<file path="config.mk">
export PLATFORM = sky130hd
export DESIGN_NAME = encoder_emu
export DESIGN_NICKNAME = d
export VERILOG_FILES = /design/src/rtl/encoder_emu.sv
export SDC_FILE = /design/constraint.sdc
export NUM_CORES = 1
export LEC_CHECK = 0
export ABC_CLOCK_PERIOD_IN_PS = 7800
export CAP_MARGIN = 10
export CORE_MARGIN = 5
export CORE_UTILIZATION = 55
export CTS_CLUSTER_SIZE = 30
export DETAILED_ROUTE_END_ITERATION = 8
export GPL_TIMING_DRIVEN = 1
export PLACE_DENSITY = 0.76
export RECOVER_POWER = 25
export SKIP_LAST_GASP = 1
export SLEW_MARGIN = 10
export SYNTH_ARGS = -nofsm -noshare
export SYNTH_HDL_FRONTEND = slang
export SYNTH_SLANG_ARGS = --single-unit
</file>
<file path="constraint.sdc">
create_clock -name WF_CLK -period 7.8 [get_ports WF_CLK]
set_input_delay 1.56 -clock WF_CLK [delete_from_list [all_inputs] [get_ports WF_CLK]]
set_output_delay 1.56 -clock WF_CLK [all_outputs]
set_load 0.03 [all_outputs]
</file>
<file path="src/rtl/encoder_emu.sv">
// encoder_emu: motor-plus-encoder emulator turning PWM duty into an encoder pulse train (option: ENCEMU_INERTIA_EN)
module encoder_emu #(
  parameter int CLK_HZ        = 16000000,
  parameter int PWM_PERIOD    = 1000,
  parameter int MAX_TICK_RATE = 1200,
  parameter int PULSE_WIDTH   = 8
) (
  input  logic        WF_CLK,
  input  logic        rst,
  input  logic        motor_pwm,
  input  logic        motor_en,
  input  logic        motor_dir,
  output logic        motor_encdr,
  output logic [15:0] duty,
  output logic [15:0] position,
  output logic        overrun
);
  localparam logic [39:0] THRESH = 40'(CLK_HZ) * 40'(PWM_PERIOD);
  localparam logic [15:0] PW_M1  = 16'(PULSE_WIDTH - 1);
  typedef enum logic [1:0] {IDLE, HIGH, LOW} state_t;
  state_t      state, state_nx;
  logic [15:0] win_cnt, hi_cnt, ph, ph_nx, rate_duty;
  logic [39:0] acc, inc;
  logic [40:0] sum;
  logic [1:0]  pending, pending_nx;
  logic [2:0]  pend_sum, pend_dec;
  logic        smp, win_end, tick, leave_low, start, ovf;
  assign smp     = motor_pwm & motor_en;
  assign win_end = win_cnt == 16'(PWM_PERIOD - 1);
  // duty window: count high samples, publish the total at the window end
  always_ff @(posedge WF_CLK)
    if (rst) begin
      win_cnt <= '0;
      hi_cnt  <= '0;
      duty    <= '0;
    end else if (win_end) begin
      duty    <= hi_cnt + 16'(smp);
      hi_cnt  <= '0;
      win_cnt <= '0;
    end else begin
      hi_cnt  <= hi_cnt + 16'(smp);
      win_cnt <= win_cnt + 16'd1;
    end
`ifdef ENCEMU_INERTIA_EN
  logic [15:0]        duty_eff, duty_new, eff_nx, eff_snap;
  logic signed [16:0] diff, step, step_m;
  assign duty_new = hi_cnt + 16'(smp);
  assign diff     = $signed({1'b0, duty_new}) - $signed({1'b0, duty_eff});
  assign step     = diff >>> 2;
  assign step_m   = step != 17'sd0 ? step : diff > 17'sd0 ? 17'sd1 : diff < 17'sd0 ? -17'sd1 : 17'sd0;
  assign eff_nx   = 16'($signed({1'b0, duty_eff}) + step_m);
  assign eff_snap = (duty_new - eff_nx == 16'd1 || eff_nx - duty_new == 16'd1) ? duty_new : eff_nx;
  // filtered duty: a quarter of the gap per window, never stalling short of the target
  always_ff @(posedge WF_CLK)
    if (rst || !motor_en) duty_eff <= '0;
    else if (win_end) duty_eff <= eff_snap;
  assign rate_duty = duty_eff;
`else
  assign rate_duty = duty;
`endif
  assign inc  = 40'(rate_duty) * 40'(MAX_TICK_RATE);
  assign sum  = {1'b0, acc} + {1'b0, inc};
  assign tick = motor_en && sum >= {1'b0, THRESH};
  // rate accumulator: a tick every time the scaled duty crosses the threshold
  always_ff @(posedge WF_CLK)
    if (rst || !motor_en) acc <= '0;
    else acc <= tick ? 40'(sum - {1'b0, THRESH}) : sum[39:0];
  assign leave_low = state == LOW && ph == PW_M1;
  assign pend_sum  = {1'b0, pending} + 3'(tick && state != IDLE);
  assign start     = (state == IDLE && tick) || (leave_low && motor_en && pend_sum != 3'd0);
  assign pend_dec  = pend_sum - 3'(start && state == LOW);
  assign ovf       = pend_dec[2];
  // pulse sequencing: start, phase advance, and pending bookkeeping
  always_comb begin
    state_nx   = start ? HIGH : (state == HIGH && ph == PW_M1) ? LOW : leave_low ? IDLE : state;
    ph_nx      = (start || state_nx != state || state == IDLE) ? 16'd0 : ph + 16'd1;
    pending_nx = !motor_en ? 2'd0 : ovf ? 2'd3 : pend_dec[1:0];
  end
  // pulse state, pending ticks, position and sticky overrun
  always_ff @(posedge WF_CLK)
    if (rst) begin
      state    <= IDLE;
      ph       <= '0;
      pending  <= '0;
      position <= '0;
      overrun  <= 1'b0;
    end else begin
      state    <= state_nx;
      ph       <= ph_nx;
      pending  <= pending_nx;
      overrun  <= overrun | ovf;
      position <= start ? position + (motor_dir ? 16'hFFFF : 16'd1) : position;
    end
  assign motor_encdr = state == HIGH;
endmodule

</file>
-- Word level (Yosys, flattened, before mapping)
Index checks and enable logic that the tools add are counted.
- register bits after elaboration: 125
- output and inout bits: 34
- word-level logic and storage cells: 52
- $add $sub $neg: 8
- multiply operators: 1
- magnitude comparators: 1
- equal/unequal tests: 5
- muxes and demuxes: 6
- bitwise gates (word level): 3
- reduce and logical (&&, ||, !) cells: 19
- operator list (operator ; count):
    adder 40 x 27 -> 41 bit ; 1
    >= comparator 41 x 34 -> 1 bit, second input constant ; 1
    2-to-1 mux 40 bit ; 1
    subtractor 40 x 34 -> 40 bit, second input constant ; 1
    adder 16 x 1 -> 16 bit, second input constant ; 2
    multiplier 16 x 7 -> 23 bit, second input constant ; 1
    adder 16 x 1 -> 16 bit ; 1
    adder 16 bit ; 1
    == test 16 x 10 -> 1 bit, second input constant ; 1
    == test 16 x 3 -> 1 bit, second input constant ; 1
    2-to-1 mux 16 bit ; 1
    logical AND 1 bit ; 8
    2-to-1 mux 2 bit ; 4
    OR reduction 2 bit ; 3
    logical OR 1 bit ; 4
    adder 2 x 1 -> 3 bit ; 1
    nonzero test 3 bit ; 1
    subtractor 3 x 1 -> 3 bit ; 1
    == test 2 x 1 -> 1 bit, second input constant ; 1
    == test 2 bit, second input constant ; 1
    zero test 2 bit ; 1
    inequality test 2 bit ; 1
    nonzero test 2 bit ; 1
    AND 1 bit ; 1
    other kinds (3) ; 3

-- Depth between registers and ports, before layout
Gate-level depths: netlist of the first run.
- word-level depth: 14
- gate-level depth with buffers: 40
- gate-level depth less buffers: 36

-- Least setup slack after synthesis of the first run
No wires, ideal clock.
- path type: register to register
- start: reg duty[9]
- end: reg pending[0]
- arrival: 8.390 ns
- path slack: -0.725 ns
- stages on the path, launching flop included: 38
- buffers on the path: 4
- period minus slack after synthesis: 8.525 ns
- cells stage by stage: dfxtp_1 ha_1 ha_1 fa_1 inv_1 fa_1 inv_1 ha_1 nand3_1 a211oi_1 nor2_1 a2111oi_0 o31ai_1 xnor2_1 ha_1 clkbuf_1 nand2_1 o21ai_1 [... 2 more ...] a211oi_1 and3_1 mux2_2 o31a_2 a21oi_4 buf_6 buf_6 nor2_1 ha_1 ha_1 nor3_1 or3_1 buf_2 inv_1 ha_1 ha_1 xnor2_1 a21oi_1
- cells in the longest elaborated chain, start to end: 12
- elaborated cells between the ends (all ways): 13
- those cells by class: 3 x add/sub; 1 x mul; 1 x order compare; 1 x mux; 7 x reduce/logical
- RTL lines (element ; RTL line ; RTL):
    from (decl) ; 14 ; output logic [15:0] duty,
    from (signal assigned) ; 37 ; duty <= hi_cnt + 16'(smp);
    multiplier 16 x 7 -> 23 bit (*) ; 61 ; assign inc = 40'(rate_duty) * 40'(MAX_TICK_RATE);
    adder 40 x 27 -> 41 bit (*) ; 62 ; assign sum = {1'b0, acc} + {1'b0, inc};
    >= comparator 41 x 34 -> 1 bit (*) ; 63 ; assign tick = motor_en && sum >= {1'b0, THRESH};
    logical AND 1 bit (*) ; 63 ;
    logical AND 1 bit ; 69 ; assign pend_sum = {1'b0, pending} + 3'(tick && state != IDLE);
    adder 2 x 1 -> 3 bit ; 69 ;
    nonzero test 3 bit ; 70 ; assign start = (state == IDLE && tick) || (leave_low && motor_en && pend_sum != 3'd0);
    logical AND 1 bit ; 70 ;
    logical OR 1 bit ; 70 ;
    logical AND 1 bit ; 71 ; assign pend_dec = pend_sum - 3'(start && state == LOW);
    subtractor 3 x 1 -> 3 bit (*) ; 71 ;
    2-to-1 mux 2 bit (*) ; 77 ; pending_nx = !motor_en ? 2'd0 : ovf ? 2'd3 : pend_dec[1:0];
    to (signal assigned) ; 90 ; pending <= pending_nx;
    to (decl) ; 25 ; logic [1:0] pending, pending_nx;
Mark *: on every way between the ends. The rest lies on a longest branch, timed or not.
A chain may end at the register's enable or synchronous reset.

-- Worst setup path in the final report of the first run
- start: reg duty[3]
- end: reg pending[0]
The elaborated chain is that of the path after synthesis.

==> metrics.yaml, run 1 <==
status: "complete, but fails checks"
violations: "max-capacitance violations, max-slew violations, negative setup slack"
netlist-cell-type-count: 84
drcViolationCount: 0
finalWirelength_um: 25190
grt_overflow_total: 0
syn_area_um2: 9714
p_sw_share_pct: 38.55
reg2reg_setup_slack_ns: -0.1
cts_buffer_depth: 2
required_ns: 8.07
coreArea_um2: 17300
cts_tree: "yes"
reg2reg_to: "pending[0]"
fp-row-count: 48
power_frac_comb_pct: 39.5
dpl_cell_area_um2: 10490
antenna_found_initial: 0
grt_pass1_wl_um: 39210
critPathSlowestCell: "o31a_4"
hold_start: "ph[0]"
ir_drop_mv: 0.1711
grt_pass1_vias: 8140
first_pass_iters: 5
whs_endpoint: "ph[0]"
clkTransAtPathRegs_ns: 0.07
wl_per_cell_um: 17.12
layout_commonest_cell: "nor2_1"
gp_congestion: 0.9247
drive_above_1_share_pct: 16.93
hold_depth: 1
r2r_cells: 35
switchingPower_mw: 0.9580
drtIter0Drc: 816
critPathMaxStageDelay_ns: 0.37
max-slew-margin-rel_pct: -1.488
worstSetupPathType: "register to register"
fin_total_pwr_mw: 2.485
p_seq_share_pct: 30.0
syn-num-nets: 1303
ioPinCount: 39
nNetsFinal: 1370
power_frac_clock_pct: 30.5
seq_area_um2: 2457
crit_arrival_ns: 8.17
die_area_um2: 20420
synth-seq-area-share_pct: 24.94
cts_htree_levels: 4
hold_class: "register to register"
worstReg2RegStart: "duty[3]"
design_area_um2: 11790
path_max_fanout: 7
die_w_um: 142.9
finalHoldViolations: 0
cts_sinks: 121
hpwlAfterDp_um: 17220
clock-root-buffer: "clkbuf_16"
yosys_warnings: 0
n_antenna_cell: 0
port_buffers: 38
timing.final.ws_setup_ns: -0.09735
cellLeakagePower_nw: 4.841
fmax_ghz: 0.1266
grt_usage_pct: 23.24
final_cell_mix: "nor2_1, dfxtp_1, inv_1"
timing.critical_path.from_type: "register"
crit_path_end_kind: "register"
areaGrowthSynthToFinish_pct: 21.37
finalCriticalPeriod_ns: 7.897
drtAntennaViolNets: 0
clock_skew_ns: 0.01441
grt_max_degree: 47
clk_latency_ns: 0.43
maxCapViolCount: 1
postCtsHoldBufs: 0
synth_top_flop_cell: "dfxtp_1"
ys_ff_latch: 121
intPower_mw: 1.527
drv_slew: 29
multi_input_area_um2: 7450
setup_viol: 5
period_share_pct: 101.2
vias_per_cell: 6.135
synth.avg_cell_area_um2: 8.331
crit_top_cell: "ha_4"
nFillCells: 1307
synth_edf_count: 0
power-per-cell-area_nw_per_um2: 210.8
synthCells: 1166
worst_slew_pin_slew_ns: 1.522
via_count: 9025
numCtsBuffers: 17
initial_utilization_pct: 56.16
synthArstFlopShare_pct: 0
die_h_um: 142.9
through the flow:
stage	setup WS, ns	instances	setup TNS (ns)	util [%]	hold slack, ns
floorplan	0.03080	1166	0	-	0.4130
global placement	0.1068	1413	0	60.66	0.4256
detailed placement	-0.03457	1413	-0.08713	60.66	0.4328
CTS	0.007126	1448	0	64.27	0.4414
global route	-0.2983	1471	-3.574	68.16	0.4658
finish	-0.09735	1471	-0.3210	68.16	0.4356
Yosys cell counts, drive strengths merged, types with 3 or more instances:
cell type	count	area (um2)
nor4	6	43.79
or2	10	62.56
a21boi	3	22.52
nand3	46	235.2
a21o	25	187.7
buf	20	121.4
xnor2	54	480.5
nor2	120	450.4
or4	10	78.82
a311oi	5	62.56
a31oi	6	43.79
nand4	19	125.1
and4	4	35.03
nand2b	4	25.02
nand3b	4	30.03
dfxtp	121	2422
a31o	4	35.04
and2	17	108.9
o31a	4	37.54
o21ai	60	304.0
or3	22	147.6
o41ai	7	61.31
fa	25	500.5
o211ai	14	105.1
xor2	38	332.8
clkbuf	18	67.56
a211o	4	35.03
nor2b	10	62.56
o31ai	13	102.6
inv	82	307.8
nor3	39	205.2
nor3b	4	30.03
a21oi	78	401.6
ha	107	1339
a211oi	28	232.7
a2111oi	3	45.05
o21a	10	75.07
o2111ai	3	26.28
and3	28	175.2
o22ai	3	25.02
mux2i	5	50.05
nand2	61	231.5
how the worst max path moves through the flow:
stage,startpoint,to,depth (start not counted)
global route,duty[3],position[0],34
global placement,duty[9],pending[0],33
detailed placement,duty[9],pending[0],33
finish,duty[3],pending[0],35
CTS,duty[7],pending[0],33
floorplan,duty[4],pending[0],38
flip-flops by register name, summed over array words and instances (netlist names):
| signal | count |
|---|---|
| pending | 2 |
| acc | 36 |
| win_cnt | 16 |
| duty | 16 |
| state | 2 |
| position | 16 |
| hi_cnt | 16 |
| ph | 16 |
| overrun | 1 |
area by class of cell:
type | instances | share of cell area, %
inverter | 82 | 2.632
clock inverter | 14 | 1.040
timing repair buffer | 86 | 6.272
multi-input combinational | 925 | 63.19
clock buffer | 18 | 3.640
sequential | 121 | 20.84
tap | 225 | 2.388
critical path: cells and delay by family, from the launching register on:
kind | cells | cell delay (ns)
compound gates | 14 | 2.94
xor+xnor | 2 | 0.37
fa+ha+maj | 9 | 2.33
buf+inv | 2 | 0.19
flops | 1 | 0.36
mux | 1 | 0.32
simple gates | 7 | 1.20
power groups by stage:
stage	logic, mW	clock network, mW	registers [mW]
after floorplan	0.649	0	0.804
after detailed placement	0.919	0	0.754
after global routing	1.08	0.788	0.754
final	0.982	0.758	0.745
after CTS	0.932	0.765	0.742
after global placement	0.906	0	0.753
layer usage:
metal / vias to the layer above / track usage (%) / routed length (um)
li1: 4341 / - / -
met1: 4324 / 33.17 / 11610
met2: 297 / 36.28 / 11560
met3: 63 / 3.583 / 1256
met4: 0 / 7.204 / 759
met5: - / 0 / 0
logic make-up after synthesis:
group | Yosys count | synth area share (%)
XOR/XNOR | 92 | 8.372
flip-flops | 121 | 24.94
AND/OR/NAND/NOR | 409 | 21.69
buffers and inverters | 120 | 5.113
AO/OA/AOI/OAI | 286 | 20.32
multiplexers | 6 | 0.6311
adder cells (fa/ha/maj) | 132 | 18.93
repair_timing:
item                       in CTS  in global routing
resized for setup               9                 89
pin swaps                       5                 53
setup endpoints to repair       8                 20
setup buffers                   3                 23
Note: power is estimated with default switching activity, not from simulation.
==> inputs of run 2 (changes only) <==
--- a/config.mk
+++ b/config.mk
@@ -9,6 +9,7 @@
 export CAP_MARGIN = 10
 export CORE_MARGIN = 5
 export CORE_UTILIZATION = 55
+export CTS_BUF_LIST = sky130_fd_sc_hd__clkbuf_16
 export CTS_CLUSTER_SIZE = 30
 export DETAILED_ROUTE_END_ITERATION = 8
 export GPL_TIMING_DRIVEN = 1
==> metrics.yaml, run 2 (synthesized netlist as in run 1, its figures left out) <==
ioPinCount: 39
p_sw_share_pct: 38.53
critPathMaxStageDelay_ns: 0.37
numCtsBuffers: 17
crit_arrival_ns: 8.17
coreArea_um2: 17300
die_w_um: 142.9
required_ns: 8.07
power_frac_comb_pct: 39.5
dp_cells: 1413
final_util_pct: 68.16
cts_sinks: 121
cts_tree: "yes"
finalSetupTns_ns: -0.3212
clk_latency_ns: 0.43
fmax_ghz: 0.1266
grt_overflow_total: 0
maxCapViolCount: 1
crit_path_end_kind: "register"
clock-root-buffer: "clkbuf_16"
drcViolationCount: 0
reg2reg_setup_slack_ns: -0.1
power_frac_clock_pct: 30.4
finalCriticalPeriod_ns: 7.899
wl_per_cell_um: 17.13
clock_skew_ns: 0.01445
die_h_um: 142.9
finalHoldViolations: 0
cts_htree_levels: 4
path_max_fanout: 7
clkTransAtPathRegs_ns: 0.07
path_buf_inv: 2
critPathSlowestCell: "o31a_4"
initial_utilization_pct: 56.16
layout_commonest_cell: "nor2_1"
drive_above_1_share_pct: 16.93
hold_depth: 1
drtAntennaViolNets: 0
worst_slew_pin_slew_ns: 1.524
r2r_cells: 35
design_area_um2: 11790
grt_pass1_wl_um: 39210
cellLeakagePower_nw: 4.846
timing.critical_path.from_type: "register"
finalWirelength_um: 25190
drv_slew: 29
grt_max_degree: 47
port_buffers: 38
first_pass_iters: 5
vias_per_cell: 6.145
whs_ns: 0.4356
antenna_found_initial: 0
fp-row-count: 48
finalNonFillerCells: 1471
status: "complete, but fails checks"
fin_total_pwr_mw: 2.482
whs_endpoint: "ph[0]"
grt_pass1_vias: 8140
period_share_pct: 101.3
final_cell_mix: "nor2_1, dfxtp_1, inv_1"
crit_top_cell: "ha_4"
hold_start: "ph[0]"
violations: "max-capacitance violations, max-slew violations, negative setup slack"
areaGrowthSynthToFinish_pct: 21.37
die_area_um2: 20420
via_count: 9040
nFillCells: 1307
setup_viol: 5
gp_congestion: 0.9247
ir_drop_mv: 0.1709
reg2reg_to: "pending[0]"
hpwlAfterDp_um: 17220
p_seq_share_pct: 30.0
max-slew-margin-rel_pct: -1.597
largest_reg_flops: 36
nNetsFinal: 1370
hold_class: "register to register"
cts_buffer_depth: 2
timing.final.ws_setup_ns: -0.09853
drtIter0Drc: 791
worstReg2RegStart: "duty[3]"
worstSetupPathType: "register to register"
n_antenna_cell: 0
dpl_cell_area_um2: 10490
power-per-cell-area_nw_per_um2: 210.5
grt_usage_pct: 23.24
intPower_mw: 1.526
crit_family: "compound AO/OA/AOI/OAI gates"
top_register: "acc"
switchingPower_mw: 0.9563
pre_cts_ws_ns: -0.03457
-- run 2: changes by cell type in the layout (fill, tap and decap cells not counted) --
cell      delta
clkbuf_1     -1
inv_1        +1
-- run 2: worst max path at each step --
| stage | startpoint | end | slack (ns) | cells after the start |
|---|---|---|---|---|
| after floorplan | duty[4] | pending[0] | 0.03 | 38 |
| after global placement | duty[9] | pending[0] | 0.11 | 33 |
| after detailed placement | duty[9] | pending[0] | -0.03 | 33 |
| after CTS | duty[7] | pending[0] | 0.007 | 33 |
| after global routing | duty[3] | position[0] | -0.30 | 34 |
| final | duty[3] | pending[0] | -0.1 | 35 |
-- run 2: what timing repair did --
item,4_1_cts,5_1_grt
pin swaps,5,53
buffers inserted,3,23
endpoints found under the setup margin,8,20
hold buffers,0,0
gates resized for setup,9,89
-- run 2: per-layer routing --
layer	track usage, %	vias up	share of wire [%]	routed length (um)
met5	0	-	0	0
met4	7.204	0	3.0	763
met3	3.583	61	5.2	1305
met2	36.28	297	46	11550
met1	33.17	4340	46	11570
li1	-	4342	-	-
-- run 2: cell type report --
class	count	area (um2)	share of cell area, %
multi-input cells	925	7450	63.19
repair buffers	86	739.5	6.272
inverters	82	310.3	2.632
clock buffers	17	425.4	3.608
clock inverters	15	126.4	1.072
well taps	225	281.5	2.388
flip-flops and latches	121	2457	20.84
-- run 2: worst register-to-register path, delay by kind of cell (launching register included) --
family / cells / cell delay, ns
AOI/OAI and AO/OA: 14 / 2.94
xor gates and xnor gates: 2 / 0.37
muxes: 1 / 0.32
buffers and inverters: 2 / 0.19
and+or+nand+nor: 7 / 1.20
adders and majority gates: 9 / 2.34
DFF: 1 / 0.36
-- run 2: power groups by stage --
stage | Sequential (mW) | Combinational (mW) | Clock (mW)
2_1_floorplan | 0.804 | 0.649 | 0
3_3_place_gp | 0.753 | 0.906 | 0
3_5_place_dp | 0.754 | 0.919 | 0
4_1_cts | 0.742 | 0.932 | 0.764
5_1_grt | 0.754 | 1.08 | 0.786
6_report | 0.745 | 0.981 | 0.755
==> patch: new RTL, settings of run 2 <==
Re-encode `state_t` (3 states) as one-hot, 3 bits wide.
--- a/src/rtl/encoder_emu.sv
+++ b/src/rtl/encoder_emu.sv
@@ -17,7 +17,7 @@
 );
   localparam logic [39:0] THRESH = 40'(CLK_HZ) * 40'(PWM_PERIOD);
   localparam logic [15:0] PW_M1  = 16'(PULSE_WIDTH - 1);
-  typedef enum logic [1:0] {IDLE, HIGH, LOW} state_t;
+  typedef enum logic [2:0] {IDLE = 3'b001, HIGH = 3'b010, LOW = 3'b100} state_t;
   state_t      state, state_nx;
   logic [15:0] win_cnt, hi_cnt, ph, ph_nx, rate_duty;
   logic [39:0] acc, inc;
Formal check against the unedited RTL: same outputs for any inputs over 10 cycles, from zero or initial values and one cycle with rst high; not proved beyond that.
==> patch against run 2 <==
The flow finishes with violations (setup timing). Area after synthesis up 0.90%. Sequential cell count up 1. Via count down 0.95%. Sequential share of layout area down 0.30 points. Hold slack better by 1.5 ps. Global-route usage about the same. Core utilization up 1.0 points. Cell area up 2.2%. Wire length down 1.8%. Setup slack worse by 21 ps. Critical endpoint is now pending[1]. Highest routed layer unchanged.
Power is not compared: it rests on default switching activity, and its combinational part moved more than twofold at a synthesized area within 25%.
==> patch: results (changes against run 2) <==
Outcome - finished with violations
Failing checks - setup timing
Fin cells - 1523 (+3.5%)
Worst flop-to-flop path startpoint - duty[7]
Setup ws final - -119 ps (-20.7 ps)
Critical Path AT - 8210 ps (+40 ps)
Cell count after synthesis - 1186 (+1.7%)
Crit path max-delay cell type - or4_4
Worst-Margin Slew - 1140 ps (-385 ps)
Post-Route Skew - 12.3 ps (-2.11 ps)
R2r endpoint - pending[1]
Vias per std cell - 5.88 (-4.3%)
Sequential area share after synthesis - 24.9% (about the same)
First-pass GRT wire length - 39800 um (+1.4%)
Final setup vio count - 15 (+10)
DRT Wirelength - 24700 um (-1.8%)
Largest stage delay, worst path - 560 ps (+190 ps)
Dpl hpwl - 17000 um (-1.6%)
Leading post-synthesis cells by cell area - dfxtp_1 25%, ha_1 14%, fa_1 5.1%
First DRT Iteration DRCs - 551 (-30%)
CP delay by family, top - adder cells
Synth Area in Adders - 18.8% (-0.17 points)
Placed inst area - 10800 um2 (+2.8%)
Synth top cells by count - 133 x nor2_1, 122 x dfxtp_1, 107 x ha_1, 78 x nand2_1, 77 x inv_1
Final nets - 1422 (+3.8%)
Largest net degree at the start of global routing - 44 (-6.4%)
Synth Area in XOR/XNOR - 9.39% (+1.0 points)
DP Worst Slack - -21.3 ps (+13.2 ps)
Synth Area in Compound Gates - 19.4% (-0.96 points)
Vias in the first global route - 8524 (+4.7%)
R2R cell count - 38 (+8.6%)
Mux cell area share after synthesis - 1.35% (+0.72 points)
patch: changes by cell type in the layout (fill, tap and decap cells not counted), sizes merged, moves of 7 or more:
cell and change:
buf +37, nand2 +18, nand2b +7, nand3 +17, nor2 +13, nor3 -11, nor3b +7, o21ai -9
o21bai +9, or3 -19, or4 -9, xor2 +9
patch: how the worst max path moves through the flow:
| stage | end | slack (ps) | startpoint | depth (start not counted) |
|---|---|---|---|---|
| floorplan | pending[0] | 5 | duty[3] | 40 |
| global placement | overrun | 120 | duty[3] | 38 |
| detailed placement | pending[0] | -20 | duty[3] | 38 |
| CTS | pending[0] | 0.6 | duty[10] | 37 |
| global route | pending[1] | -510 | duty[7] | 37 |
| finish | pending[1] | -120 | duty[7] | 38 |
patch: layer usage:
metal / global-route usage, % / up-vias / routed length [um]
met5: 0 / - / 0
met4: 6.39 / 0 / 418
met3: 3.96 / 38 / 1050
met2: 39.4 / 201 / 12300
met1: 30.5 / 4306 / 11000
li1: - / 4409 / -
patch: cell type report:
| type | count | area (um2) |
|---|---|---|
| clock buffers | 17 | 425 |
| clock inverters | 15 | 170 |
| fillers | 1379 | 5370 |
| inverters | 77 | 289 |
| multi-input cells | 942 | 7330 |
| flip-flops and latches | 122 | 2480 |
| well taps | 225 | 282 |
| repair buffers | 125 | 1080 |
patch: timing repair:
item,4_1_cts,5_1_grt
cloned,0,2
setup endpoints to repair,4,21
buffers inserted,7,24
resized for setup,14,63
pin swaps,5,59
patch: logic make-up after synthesis:
family / Yosys count
AO/OA/AOI/OAI: 274
XOR/XNOR: 103
adder cells (fa/ha/maj): 132
buffers and inverters: 122
flip-flops: 122
multiplexers: 13
AND/OR/NAND/NOR: 420
